===== src/rtl/math_pkg.sv =====
// Shared definitions for the math library: divider FSM state encoding.
package math_pkg;

  typedef logic [1:0] div_state_t;

  localparam div_state_t DIV_IDLE = 2'd0;
  localparam div_state_t DIV_CALC = 2'd1;
  localparam div_state_t DIV_DONE = 2'd2;

endpackage


===== src/rtl/math_subtractor_carry_lookahead.sv =====
// N-bit subtractor a - b - borrow_in built from generate/propagate terms of a + ~b.
// ow_carry_out is the borrow out: high when a < b + borrow_in.
module math_subtractor_carry_lookahead #(
  parameter int unsigned N = 9
) (
  input  logic [N-1:0] i_a,
  input  logic [N-1:0] i_b,
  input  logic         i_borrow_in,
  output logic [N-1:0] o_diff,
  output logic         ow_carry_out
);

  logic [N-1:0] gen;
  logic [N-1:0] prop;
  logic [N:0]   carry;

  assign gen  = i_a & ~i_b;
  assign prop = i_a ^ ~i_b;

  always_comb begin
    carry    = '0;
    carry[0] = ~i_borrow_in;
    for (int i = 0; i < N; i++) begin
      carry[i+1] = gen[i] | (prop[i] & carry[i]);
    end
  end

  assign o_diff       = prop ^ carry[N-1:0];
  assign ow_carry_out = ~carry[N];

endmodule


===== src/rtl/math_divider_restoring_seq.sv =====
// Iterative unsigned restoring divider, one quotient bit per clock.
// start/busy/done handshake; results held until the next completed divide.
module math_divider_restoring_seq
  import math_pkg::*;
#(
  parameter int unsigned N = 8
) (
  input  logic         i_clk,
  input  logic         i_rst_n,
  input  logic         i_start,
  input  logic [N-1:0] i_dividend,
  input  logic [N-1:0] i_divisor,
  output logic         o_busy,
  output logic         o_done,
  output logic [N-1:0] o_quotient,
  output logic [N-1:0] o_remainder,
  output logic         o_div_by_zero
);

  localparam int unsigned CW = $clog2(N);

  div_state_t    state_q, state_d;
  logic [CW-1:0] cnt_q, cnt_d;
  logic [N-1:0]  q_q, q_d;
  logic [N:0]    r_q, r_d;
  logic [N-1:0]  d_q, d_d;
  logic [N-1:0]  quo_q, quo_d;
  logic [N-1:0]  rem_q, rem_d;
  logic          dbz_q, dbz_d;

  logic [N:0]    r_shift;
  logic [N:0]    diff;
  logic          borrow;
  logic          accept;
  logic [N:0]    r_step;
  logic [N-1:0]  q_step;

  assign r_shift = {r_q[N-1:0], q_q[N-1]};

  math_subtractor_carry_lookahead #(
    .N (N + 1)
  ) u_sub (
    .i_a          (r_shift),
    .i_b          ({1'b0, d_q}),
    .i_borrow_in  (1'b0),
    .o_diff       (diff),
    .ow_carry_out (borrow)
  );

  // A set R[N] would mean the shifted value exceeds any divisor; it stays 0 in practice.
  assign accept = ~borrow | r_q[N];
  assign r_step = accept ? diff : r_shift;
  assign q_step = {q_q[N-2:0], accept};

  always_comb begin
    state_d = state_q;
    cnt_d   = cnt_q;
    q_d     = q_q;
    r_d     = r_q;
    d_d     = d_q;
    quo_d   = quo_q;
    rem_d   = rem_q;
    dbz_d   = dbz_q;
    case (state_q)
      DIV_IDLE: begin
        if (i_start) begin
          if (i_divisor != '0) begin
            state_d = DIV_CALC;
            q_d     = i_dividend;
            d_d     = i_divisor;
            r_d     = '0;
            cnt_d   = CW'(N - 1);
          end else begin
            state_d = DIV_DONE;
            quo_d   = '1;
            rem_d   = i_dividend;
            dbz_d   = 1'b1;
          end
        end
      end
      DIV_CALC: begin
        q_d   = q_step;
        r_d   = r_step;
        cnt_d = cnt_q - CW'(1);
        if (cnt_q == '0) begin
          state_d = DIV_DONE;
          quo_d   = q_step;
          rem_d   = r_step[N-1:0];
          dbz_d   = 1'b0;
        end
      end
      DIV_DONE: state_d = DIV_IDLE;
      default:  state_d = DIV_IDLE;
    endcase
  end

  always_ff @(posedge i_clk or negedge i_rst_n) begin
    if (!i_rst_n) begin
      state_q <= DIV_IDLE;
      cnt_q   <= '0;
      q_q     <= '0;
      r_q     <= '0;
      d_q     <= '0;
      quo_q   <= '0;
      rem_q   <= '0;
      dbz_q   <= 1'b0;
    end else begin
      state_q <= state_d;
      cnt_q   <= cnt_d;
      q_q     <= q_d;
      r_q     <= r_d;
      d_q     <= d_d;
      quo_q   <= quo_d;
      rem_q   <= rem_d;
      dbz_q   <= dbz_d;
    end
  end

  assign o_busy        = (state_q != DIV_IDLE);
  assign o_done        = (state_q == DIV_DONE);
  assign o_quotient    = quo_q;
  assign o_remainder   = rem_q;
  assign o_div_by_zero = dbz_q;

endmodule


===== config.mk =====
export PLATFORM = sky130hd
export DESIGN_NAME = math_divider_restoring_seq
export DESIGN_NICKNAME = d
export VERILOG_FILES = /design/src/rtl/math_pkg.sv /design/src/rtl/math_subtractor_carry_lookahead.sv /design/src/rtl/math_divider_restoring_seq.sv
export SDC_FILE = /design/constraint.sdc
export NUM_CORES = 1
export LEC_CHECK = 0
export CAP_MARGIN = 20
export CORE_MARGIN = 2
export CORE_UTILIZATION = 35
export DETAILED_ROUTE_END_ITERATION = 8
export DONT_BUFFER_PORTS = 1
export HOLD_SLACK_MARGIN = 0.12
export PLACE_DENSITY = 0.58
export SLEW_MARGIN = 40
export SYNTH_ARGS = -nofsm -noshare
export SYNTH_HDL_FRONTEND = slang
export SYNTH_HIERARCHICAL = 1
export SYNTH_SLANG_ARGS = --single-unit

===== constraint.sdc =====
create_clock -name i_clk -period 9.2 [get_ports i_clk]
set_input_delay 1.84 -clock i_clk [delete_from_list [all_inputs] [get_ports i_clk]]
set_output_delay 1.84 -clock i_clk [all_outputs]
set_load 0.05 [all_outputs]

# [Word level (Yosys, flattened, before mapping)]
# Cells that the tools add are included.
[op_classes] n_shift=0 mul=0 n_reduce_logical=9 n_eq_ne=6 addsub=1 mux=26 n_lt_le_gt_ge=0 bitwise=22 n_div=0
[op_table] operator="$mux W8" count=8
[op_table] operator="$pmux W8 S2" count=3
[op_table] operator="$mux W9" count=3
[op_table] operator="$pmux W9 S2" count=1
[op_table] operator="$xor A9 B9 Y9" count=2
[op_table] operator="$or A1 B1 Y1" count=10
[op_table] operator="$and A9 B9 Y9" count=1
[op_table] operator="$not A8 Y9" count=1
[op_table] operator="$and A1 B1 Y1" count=8
[op_table] operator="$ne A2 B2 Y1 const B" count=4
[op_table] operator="$reduce_bool A8 Y1" count=1
[op_table] operator="$mux W2" count=3
[op_table] operator="$mux W3" count=2
[op_table] operator="$pmux W3 S2" count=1
[op_table] operator="$reduce_and A3 Y1" count=2
[op_table] operator="$pmux W2 S2" count=1
[op_table] operator="$reduce_and A4 Y1" count=1
[op_table] operator="$reduce_bool A2 Y1" count=2
[op_table] operator="$logic_not A3 Y1" count=1
[op_table] operator="$mux W1" count=3
[op_table] operator="$sub A3 B1 Y3 const B" count=1
[op_table] operator="$eq A2 B1 Y1 const B" count=1
[op_table] operator="$eq A2 B2 Y1 const B" count=1
[op_table] operator="$logic_not A2 Y1" count=1
[op_table] operator="2 further kinds" count=2
[totals] mem_bits_ro=0 wordCells=72 reg_bits=47 mem_bits_rw=0 latchBits=0 out_inout_bits=19 memories=0

# [Longest topological paths before layout]
[logic_depth] ltp_word=23 depth_mapped=15 mapped_depth_nobuf=14

# [By module]
# Netlist, hierarchy kept.
[modules_own_cells] module="math_divider_restoring_seq" seq_area_each_um2=1176.1 n_inst=1 area_per_inst_um2=2069.5 cells_each=177
[modules_own_cells] module="math_subtractor_carry_lookahead" seq_area_each_um2=0.0 n_inst=1 area_per_inst_um2=247.7 cells_each=27

# [Least setup slack after synthesis]
# No wires, ideal clock.
[synth_path] path_kind="reg2reg" startpoint="reg q_q[7]" endpoint="reg rem_q[6], in the netlist o_remainder[6]" t_required_ps=9075 path_buffers=1 arrival_time_ps=5267 setup_time_ps=125 slack_ps=3808 stages_incl_launch_ff=16 cell_sequence="dfrtp_1 -> inv_1 -> fa_1 -> fa_1 -> fa_1 -> fa_1 -> fa_1 -> fa_1 -> fa_1 -> fa_1 -> fa_1 -> nor2b_1 -> buf_2 -> mux2i_1 -> a21oi_1 -> mux2_4"
[synth_via] elab_chain_len=22 elab_cells_between_ends=24 cone_classes="mux (3); bitwise (21)"
[synth_lines] element="from (decl)" line_no="math_divider_restoring_seq.sv:24" source="logic [N-1:0] q_q, q_d;"
[synth_lines] element="from (signal assigned)" line_no="math_divider_restoring_seq.sv:110" source="q_q <= q_d;"
[synth_lines] element="$and A9 B9 Y9 or $xor A9 B9 Y9 (tied branches)" line_no="math_subtractor_carry_lookahead.sv:17, math_subtractor_carry_lookahead.sv:18"
[synth_lines] element="$or A1 B1 Y1 (*)" line_no="math_subtractor_carry_lookahead.sv:24" source="carry[i+1] = gen[i] | (prop[i] & carry[i]);"
[synth_lines] element="$and A1 B1 Y1 (*)" line_no="math_subtractor_carry_lookahead.sv:24"
[synth_lines] element="$or A1 B1 Y1 (*)" line_no="math_subtractor_carry_lookahead.sv:24"
[synth_lines] element="$and A1 B1 Y1 (*)" line_no="math_subtractor_carry_lookahead.sv:24"
[synth_lines] element="$or A1 B1 Y1 (*)" line_no="math_subtractor_carry_lookahead.sv:24"
[synth_lines] element="$and A1 B1 Y1 (*)" line_no="math_subtractor_carry_lookahead.sv:24"
[synth_lines] element="$or A1 B1 Y1 (*)" line_no="math_subtractor_carry_lookahead.sv:24"
[synth_lines] element="(+6 left out)"
[synth_lines] element="$and A1 B1 Y1" line_no="math_subtractor_carry_lookahead.sv:24"
[synth_lines] element="$or A1 B1 Y1" line_no="math_subtractor_carry_lookahead.sv:24"
[synth_lines] element="$and A1 B1 Y1" line_no="math_subtractor_carry_lookahead.sv:24"
[synth_lines] element="$or A1 B1 Y1" line_no="math_subtractor_carry_lookahead.sv:24"
[synth_lines] element="$or A1 B1 Y1" line_no="math_divider_restoring_seq.sv:51" source="assign accept = ~borrow | r_q[N];"
[synth_lines] element="$mux W9 (*)" line_no="math_divider_restoring_seq.sv:52" source="assign r_step = accept ? diff : r_shift;"
[synth_lines] element="$mux W8 (*)" line_no="math_divider_restoring_seq.sv:85" source="if (cnt_q == '0) begin"
[synth_lines] element="$pmux W8 S2 (*)" line_no="math_divider_restoring_seq.sv:64" source="case (state_q)"
[synth_lines] element="to (signal assigned)" line_no="math_divider_restoring_seq.sv:114" source="rem_q <= rem_d;"
[synth_lines] element="to (decl)" line_no="math_divider_restoring_seq.sv:28" source="logic [N-1:0] rem_q, rem_d;"
# Mark *: on every way between the ends. The rest lies on a longest branch, timed or not. The select of a mux whose other input is x is not followed.
# A chain may end at the register's enable or synchronous reset.

# [Worst setup path after layout]
[layout_path] startpoint="reg q_q[7]" endpoint="reg rem_q[5], in the netlist o_remainder[5]"
[layout_via] elab_chain_len=22 elab_cells_between_ends=24 cone_classes="mux (3); bitwise (21)"
[layout_lines] element="$and A9 B9 Y9 or $xor A9 B9 Y9 (tied branches)" line_no="math_subtractor_carry_lookahead.sv:17, math_subtractor_carry_lookahead.sv:18"
[layout_lines] element="$or A1 B1 Y1 (*)" line_no="math_subtractor_carry_lookahead.sv:24"
[layout_lines] element="$and A1 B1 Y1 (*)" line_no="math_subtractor_carry_lookahead.sv:24"
[layout_lines] element="$or A1 B1 Y1 (*)" line_no="math_subtractor_carry_lookahead.sv:24"
[layout_lines] element="$and A1 B1 Y1 (*)" line_no="math_subtractor_carry_lookahead.sv:24"
[layout_lines] element="$or A1 B1 Y1 (*)" line_no="math_subtractor_carry_lookahead.sv:24"
[layout_lines] element="$and A1 B1 Y1 (*)" line_no="math_subtractor_carry_lookahead.sv:24"
[layout_lines] element="$or A1 B1 Y1 (*)" line_no="math_subtractor_carry_lookahead.sv:24"
[layout_lines] element="(+6 left out)"
[layout_lines] element="$and A1 B1 Y1" line_no="math_subtractor_carry_lookahead.sv:24"
[layout_lines] element="$or A1 B1 Y1" line_no="math_subtractor_carry_lookahead.sv:24"
[layout_lines] element="$and A1 B1 Y1" line_no="math_subtractor_carry_lookahead.sv:24"
[layout_lines] element="$or A1 B1 Y1" line_no="math_subtractor_carry_lookahead.sv:24"
[layout_lines] element="$or A1 B1 Y1" line_no="math_divider_restoring_seq.sv:51"
[layout_lines] element="$mux W9 (*)" line_no="math_divider_restoring_seq.sv:52"
[layout_lines] element="$mux W8 (*)" line_no="math_divider_restoring_seq.sv:85"
[layout_lines] element="$pmux W8 S2 (*)" line_no="math_divider_restoring_seq.sv:64"
# Marked as above.

==> impl_metrics.yaml <==
detailed_routing:
  wl_per_cell_um: 16.5
  drt_drc_violations_left: 0
  wl_um: 4620
  dr.pass1.iters: 4
  antenna_left: 0
  vias: 1443
  drt-initial-drc-count: 58
  via_per_inst: 5.15
floorplan:
  placementRows: 29
  die_area_mm2: 0.00729
  die_h_um: 85.4
  die_w_um: 85.4
  ioPinCount: 38
  start_util: 0.363
  fp.coreArea_mm2: 0.00639
clocking:
  clk_pin_slew_ns: 0.09
  clock_sinks: 47
  worstSkewPairLatency_ns: 0.30
  post_cts_buffers: 0
  postCtsHoldBufs: 0
  cts_root_buffer: "clkbuf_8"
  cts_max_path_buffers: 2
  cts_tree: "built"
  cts_made_buffers: 5
  cts.repair.resized: 0
  htreeDepth: 2
final_layout:
  area_growth_pct: 5.78
  fin_area_mm2: 0.00245
  fillers: 656
  seq_area_mm2: 0.00118
  final_cell_mix: "47 x dfrtp_1, 24 x nor2_1, 21 x inv_1"
  final_common_cell: "dfrtp_1"
  diodes: 0
  multiInputGateArea_um2: 1000
  final_util: 0.384
  layout.nets: 232
  drive_gt1_frac: 0.167
timing:
  clock_skew_ns: 0.0120
  hold_viol: 0
  tightest_slew_ns: 0.669
  slew_violations: 0
  timing.fmax_mhz: 179
  setup_ws_ns: 3.62
  rsz0062_at_grt: "no"
  timing.setup.tns_ns: 0
  fin_crit_ns: 5.58
  finalSetupViolCount: 0
  max_slew_margin: 0.552
  finalCritPeriodShare: 0.606
worst_setup_path:
  crit_type: "flop to flop"
  crit_path_max_fanout: 11
  ff2ff_path_depth: 14
  timing.rr.end: "o_remainder[5]"
  crit_chain: "inv_1 -> fa_1 -> fa_1 -> fa_1 -> fa_1 -> fa_1 -> fa_1 -> fa_1 -> fa_1 -> fa_1 -> nor2b_2 -> mux2i_1 -> a21oi_1 -> mux2_2"
  start_kind: "flop"
  cpPeakStageDelay_ns: 0.47
  cp.arrival_ns: 5.78
  crit_required_ns: 9.40
  path_buf_inv: 1
  crit_family: "adder cells"
  critPathMostFrequentCell: "fa_1"
  cp-end-kind: "flop"
  slowest_stage: "fa_1"
  ff2ff_setup_slack_ns: 3.62
  r2r_start: "q_q[7]"
synthesis:
  synth_top_cell_by_area: "dfrtp_1"
  async_flop_share: 1.00
  synth_top_cell_area_share: 0.508
  syn_inst: 204
  ys_types: 28
  synth_area_leaders: "dfrtp_1 51%, fa_1 7.8%, mux2_2 6.8%"
  yosys_warnings: 6
  netlist_area_mm2: 0.00232
  ys_seq_area_frac: 0.508
  synth-edff-count: 0
  ys_ff_latch: 47
  ys.flop_type: "dfrtp_1"
  syn_area_per_cell_um2: 11.4
hold_path:
  hold_class: "flop to flop"
  worstHoldEndpoint: "cnt_q[0]"
  min_path_cells: 1
  min_from: "cnt_q[0]"
place:
  dpl.hpwl_um: 3340
  place_congestion: 0.769
  pre_cts_ws_ns: 3.58
  dpl_cell_area_mm2: 0.00236
  portBuffers: 0
global_route:
  grt_pass1_vias: 1525
  grt-ovfl-total: 0
  grt_pass1_wl_um: 7780
  grtUsageTotal: 0.137
  grt_max_degree: 48
  antenna_found_initial: 0
run:
  drv_cap: 0
outcome:
  status: "finished clean"
[cell families (layout without fill, tap and decap cells)]
kind of cell / after synthesis / in the layout / share of synthesized area
AOI/OAI and AO/OA: 42 / 42 / 0.118
adders and majority gates: 11 / 11 / 0.0885
buffers and inverters: 33 / 31 / 0.0675
DFF: 47 / 47 / 0.508
muxes: 25 / 25 / 0.120
other: 1 / 2 / 0.00162
and+or+nand+nor: 45 / 45 / 0.0972
[sequential cells by signal (all words and copies together) (netlist names)]
name,flops
cnt_q,3
d_q,8
o_div_by_zero,1
o_quotient,8
o_remainder,8
q_q,8
r_q,9
state_q,2
[worst reg2reg max path: stages, from the launching register on]
cell     delay (ns)
dfrtp_1        0.37
inv_1          0.07
fa_1           0.44
fa_1           0.46
fa_1           0.47
fa_1           0.46
fa_1           0.46
fa_1           0.46
fa_1           0.46
fa_1           0.46
fa_1           0.42
nor2b_2        0.27
mux2i_1        0.30
a21oi_1        0.11
mux2_2         0.27
[worst max-delay path by stage]
stage | from | endpoint | depth (start not counted)
CTS | q_q[7] | o_remainder[5] | 14
global placement | q_q[7] | o_remainder[5] | 14
floorplan | q_q[7] | o_remainder[6] | 15
global route | q_q[7] | o_remainder[5] | 14
finish | q_q[7] | o_remainder[5] | 14
detailed placement | q_q[7] | o_remainder[5] | 14
[final cells by class]
cell class,count,area share
clock buffers,6,0.0296
clock inverters,2,0.00510
inverters,21,0.0322
multi-input cells,125,0.408
flip-flops and latches,47,0.480
well taps,77,0.0393
repair buffers,2,0.00613
[stage by stage]
step	hold WS (ns)	cells
finish	0.480	280
floorplan	0.445	205
global route	0.495	280
detailed placement	0.469	272
global placement	0.463	272
CTS	0.480	280
[metal layers]
metal  vias to the layer above  global-route usage  wire length, um
li1                        681                   -                -
met1                       724               0.193             2220
met2                        30               0.199             2060
met3                         8              0.0467              283
met4                         0              0.0433               62
met5                         -                   0                0
[cells in the mapped netlist, drive strengths merged (2+ instances only)]
cell / instances
dfrtp: 47
nor2: 25
inv: 21
a21oi: 18
mux2: 16
buf: 9
fa: 9
mux2i: 9
o2bb2ai: 9
nor3: 8
a211oi: 7
o21ai: 5
clkbuf: 3
nand2b: 3
nor2b: 3
ha: 2
nand2: 2
nor4: 2
Power is left out: the tool's default activity adds up to more than one toggle a clock period on the data nets, which glitch-free logic cannot reach.
==> variant 1: new RTL, same settings <==
Register the outputs `o_busy` and `o_done`, with the module's reset; this adds one clock of latency there. The other outputs are not delayed to match.
--- a/src/rtl/math_divider_restoring_seq.sv
+++ b/src/rtl/math_divider_restoring_seq.sv
@@ -116,8 +116,15 @@
     end
   end
 
-  assign o_busy        = (state_q != DIV_IDLE);
-  assign o_done        = (state_q == DIV_DONE);
+  always_ff @(posedge i_clk or negedge i_rst_n) begin
+    if (!i_rst_n) begin
+      o_busy <= '0;
+      o_done <= '0;
+    end else begin
+      o_busy <= (state_q != DIV_IDLE);
+      o_done <= (state_q == DIV_DONE);
+    end
+  end
   assign o_quotient    = quo_q;
   assign o_remainder   = rem_q;
   assign o_div_by_zero = dbz_q;
Formal check against the unedited RTL: not equivalent (a bounded check fails within 4 cycles, from zero or initial values and one cycle with i_rst_n low).
==> variant 1 against the unedited design <==
Fmax increased by 0.73%; largest cell class unchanged; synthesized area increased by 2.2%; hold slack gained 0.0036 ns; wire length up 3.5%; final area is 3.2% higher; via count grew 0.55%; sequential cell count is 2 higher; worst setup slack better by 0.041 ns.
Power is left out: the tool's default activity adds up to more than one toggle a clock period on the data nets, which glitch-free logic cannot reach.
==> variant 1: results (changes against the unedited design) <==
{| class="wikitable"
! Metric !! Value
|-
| Worst path slowest cell || sky130_fd_sc_hd__fa_1
|-
| Met1 routing resource usage after global routing || 0.185 (-0.00825)
|-
| Worst slack, placed || 3.62 ns (+0.0368 ns)
|-
| Instance count of the mapped netlist || 206 (+0.98%)
|-
| Via density per instance || 5.15 (-0.16%)
|-
| Number of iterations in the first detailed-routing pass || 4 (unchanged)
|-
| Minimum hold slack || 0.483 ns (+0.00356 ns)
|-
| GRT Util Overall || 0.142 (+0.00536)
|-
| Cells after DPL || 274 (+0.74%)
|-
| Resized cells post-CTS || 0 (unchanged)
|-
| Cell at the root of the clock tree || sky130_fd_sc_hd__clkbuf_8
|-
| Number of violations reported at the end of detailed-routing iteration 0 || 94 (+62%)
|-
| Detailed placement HPWL || 3370 um (+0.94%)
|-
| Critical Path AT || 5.73 ns (-0.05 ns)
|-
| Setup slack of the worst register-to-register path || 3.66 ns (+0.04 ns)
|-
| M1 wire length || 2110 um (-4.8%)
|-
| Met3 WL post-DR || 303 um (+7.1%)
|-
| CP peak stage delay || 0.46 ns
|-
| Maximum net fanout on the critical path || 11 (unchanged)
|-
| Worst slew margin || 0.563 (+0.0117)
|-
| Cell count of the worst reg-to-reg path || 14 (unchanged)
|-
| Critical path origin || q_q[7]$_DFFE_PN0P_
|-
| Fraction of final layout cells with drive strength greater than 1 || 0.166 (-0.00163)
|-
| Maximum number of pins on one net before global-route repair || 50 (+4.2%)
|-
| Number of nets in the layout || 234 (+0.86%)
|-
| Number of buffers between clock root and the deepest sink || 2 (unchanged)
|-
| Min-Delay Startpoint || cnt_q[0]$_DFFE_PN0P_
|-
| Total detailed-routing wirelength || 4780 um (+3.5%)
|-
| Reg-to-reg endpoint || o_remainder[4]$_DFFE_PN0P_
|-
| Placed inst area || 2410 um2 (+2.0%)
|-
| Drt wl/cell || 17.0 um (+2.7%)
|-
| Routed met2 length || 2300 um (+12%)
|-
| Placer's final routability congestion estimate || 0.775 (+0.83%)
|-
| Number of diodes || 0 (unchanged)
|-
| Port bufs || 0 (unchanged)
|-
| Met3 Track Usage GR || 0.0486 (+0.00188)
|-
| GR Layer Usage met2 || 0.222 (+0.0231)
|-
| Top cells by area in the synthesized netlist || sky130_fd_sc_hd__dfrtp_1 (52%), sky130_fd_sc_hd__fa_1 (7.6%), sky130_fd_sc_hd__mux2_2 (6.7%)
|-
| Final clock period utilization by the worst path || 0.602 (-0.00442)
|-
| Vias in the first global route || 1552 (+1.8%)
|-
| Leading cell types by count after synthesis || sky130_fd_sc_hd__dfrtp_1 (49), sky130_fd_sc_hd__nor2_1 (24), sky130_fd_sc_hd__inv_1 (21)
|-
| Sequential cell area fraction in the yosys report || 0.518 (+0.0104)
|-
| Count of distinct cell types in the synthesized netlist || 28 (unchanged)
|-
| Clk Latency, worst-skew pair || 0.32 ns (+0.02 ns)
|-
| Final Skew || 0.0165 ns (+0.00450 ns)
|-
| Global-route wire length before repair || 8020 um (+3.2%)
|-
| Run status || finished, final reports clean
|}
-- variant 1: kinds of logic (layout without fill, tap and decap cells) --
kind of cell | count (synthesis) | in the layout | synth area share
and+or+nand+nor | 45 | 45 | 0.0951
muxes | 25 | 25 | 0.117
adders and majority gates | 11 | 11 | 0.0867
AOI/OAI and AO/OA | 42 | 42 | 0.115
DFF | 49 | 49 | 0.518
other | 1 | 2 | 0.00158
buffers and inverters | 33 | 31 | 0.0661
-- variant 1: worst max-delay path, delay by kind of cell (launching register included) --
family                   cells  cell delay, ns
adder cells (fa/ha/maj)      9            4.10
multiplexers                 2            0.54
flip-flops                   1            0.38
AND/OR/NAND/NOR              1            0.27
AO/OA/AOI/OAI                1            0.10
buffers and inverters        1            0.07
-- variant 1: area by class of cell --
cell class              instances  area (um2)
fillers                       653        3930
well taps                      77        96.3
repair buffers                  2        15.0
multi-input cells             125         997
clock buffers                   5        68.8
flip-flops and latches         49        1230
inverters                      21        78.8
clock inverters                 3        46.3
==> variant 2: new RTL, same flow settings <==
Without the edit above. The parameter `N` goes from 8 to 32.
--- a/src/rtl/math_divider_restoring_seq.sv
+++ b/src/rtl/math_divider_restoring_seq.sv
@@ -3,7 +3,7 @@
 module math_divider_restoring_seq
   import math_pkg::*;
 #(
-  parameter int unsigned N = 8
+  parameter int unsigned N = 32
 ) (
   input  logic         i_clk,
   input  logic         i_rst_n,
Ports: changed (resized i_dividend, i_divisor, o_quotient and o_remainder); port bits go from 38 to 134. The function was not compared with the original's and may differ.
==> variant 2 against the unedited design <==
The flow now finishes with violations (setup timing); worst setup slack worse by 7.3 ns; sequential cell count grew 122; synthesized area rose to 3.5 times the old value; via count rose to 3.6 times the old value; wire length rose to 4.3 times the old value; highest routed layer unchanged; critical endpoint is now o_remainder[0]$_DFFE_PN0P_; final area rose to 3.8 times the old value.
==> variant 2: results (changes against the unedited design) <==
{| class="wikitable"
! Metric !! Value
|-
| CP peak stage delay || 0.39 ns (-0.08 ns)
|-
| Maximum net fanout on the critical path || 17 (+6)
|-
| Failing checks || setup timing
|-
| Routed met2 length || 9640 um (+370%)
|-
| Detailed placement HPWL || 13700 um (+310%)
|-
| Met1 routing resource usage after global routing || 0.210 (+0.0166)
|-
| Critical Path AT || 13.23 ns (+7.45 ns)
|-
| GR Layer Usage met2 || 0.275 (+0.0762)
|-
| Met3 WL post-DR || 1440 um (+410%)
|-
| Final setup margin || -3.72 ns (-7.35 ns)
|-
| Clock transition at the registers of the reported paths || 0.07 ns (-0.02 ns)
|-
| Final Skew || 0.0138 ns (+0.00180 ns)
|-
| Clk Latency, worst-skew pair || 0.44 ns (+0.14 ns)
|-
| Total detailed-routing wirelength || 19700 um (+330%)
|-
| Global-route wire length before repair || 31500 um (+300%)
|-
| Placed inst area || 8720 um2 (+270%)
|-
| Resized cells post-CTS || 19 (+19)
|-
| Setup tns final || -244.59 ns (-244.59 ns)
|-
| Post-CTS Setup Repair Bufs || 2 (+2)
|-
| Number of standard cells in the final layout excluding fillers || 1024 (+270%)
|-
| Total via count after detailed routing || 5213 (+260%)
|-
| # fillers || 2146 (+230%)
|-
| Number of nets in the layout || 799 (+240%)
|-
| Placer's final routability congestion estimate || 0.792 (+3.0%)
|-
| Top cells by area in the synthesized netlist || sky130_fd_sc_hd__dfrtp_1 (52%), sky130_fd_sc_hd__fa_1 (8.1%), sky130_fd_sc_hd__a21o_1 (5.8%)
|-
| Total CTS buffers || 17 (+12)
|-
| Cell at the root of the clock tree || sky130_fd_sc_hd__clkbuf_16
|-
| Maximum number of pins on one net before global-route repair || 170 (+250%)
|-
| Met3 Track Usage GR || 0.0587 (+0.0120)
|-
| Antenna violations before repair || 0 (unchanged)
|-
| Leading cell types by count after synthesis || sky130_fd_sc_hd__dfrtp_1 (169), sky130_fd_sc_hd__inv_1 (73), sky130_fd_sc_hd__a21o_1 (63)
|-
| Vias in the first global route || 5475 (+260%)
|-
| Final count of negative-setup-slack endpoints || 67 (+67)
|-
| Cells after DPL || 989 (+260%)
|-
| Number of iterations in the first detailed-routing pass || 6 (+2)
|-
| Run status || finished, violations left
|-
| Static leakage || 0.00444 uW
|-
| Worst path slowest cell || sky130_fd_sc_hd__fa_2
|-
| Largest register FFs || 33 (+24)
|-
| H-tree depth || 4 (+2)
|-
| Avg Inst Size Synth || 11.9 um2 (+4.8%)
|-
| Fraction of final layout cells with drive strength greater than 1 || 0.217 (+0.0491)
|-
| Sequential cell area fraction in the yosys report || 0.517 (+0.00958)
|-
| Number of violations reported at the end of detailed-routing iteration 0 || 293 (+410%)
|-
| M1 wire length || 8350 um (+280%)
|}
[variant 2: cell count changes after synthesis, sizes merged, moves of 11 or more]
cell / unedited run / this run
mux2i: 9 / 32
clkbuf: 3 / 14
o21ai: 5 / 37
a22o: 0 / 31
dfrtp: 47 / 169
nand2: 2 / 35
fa: 9 / 33
inv: 21 / 74
o22a: 0 / 31
a21oi: 18 / 35
mux2: 16 / 32
buf: 9 / 29
a21o: 0 / 63
[variant 2: cells by family after synthesis]
| group | Yosys count | synth area share |
|---|---|---|
| buf+inv | 117 | 0.0676 |
| compound gates | 208 | 0.182 |
| mux | 64 | 0.0961 |
| flops | 169 | 0.517 |
| simple gates | 94 | 0.0543 |
| other cells | 1 | 0.000459 |
| fa+ha+maj | 34 | 0.0823 |
[variant 2: cell type report]
cell class	count	share of cell area
sequential	169	0.450
multi-input combinational	402	0.378
clock buffer	18	0.0468
tap	313	0.0417
timing repair buffer	34	0.0353
inverter	74	0.0299
clock inverter	14	0.0176
[variant 2: path summary, 6_finish.rpt]
| path | endpoint | depth (start not counted) | slack [ns] | from |
|---|---|---|---|---|
| max in group asynchronous | r_q[17]$_DFFE_PN0P_ | 0 | 7.89 | i_rst_n |
| min in group asynchronous | cnt_q[2]$_DFFE_PN0P_ | 0 | 1.11 | i_rst_n |
| max reg2reg | o_remainder[0]$_DFFE_PN0P_ | 40 | -3.72 | q_q[31]$_DFFE_PN0P_ |
| max | o_remainder[0]$_DFFE_PN0P_ | 40 | -3.72 | q_q[31]$_DFFE_PN0P_ |
| min | q_q[3]$_DFFE_PN0P_ | 1 | 0.51 | q_q[3]$_DFFE_PN0P_ |
| min reg2reg | q_q[3]$_DFFE_PN0P_ | 1 | 0.51 | q_q[3]$_DFFE_PN0P_ |
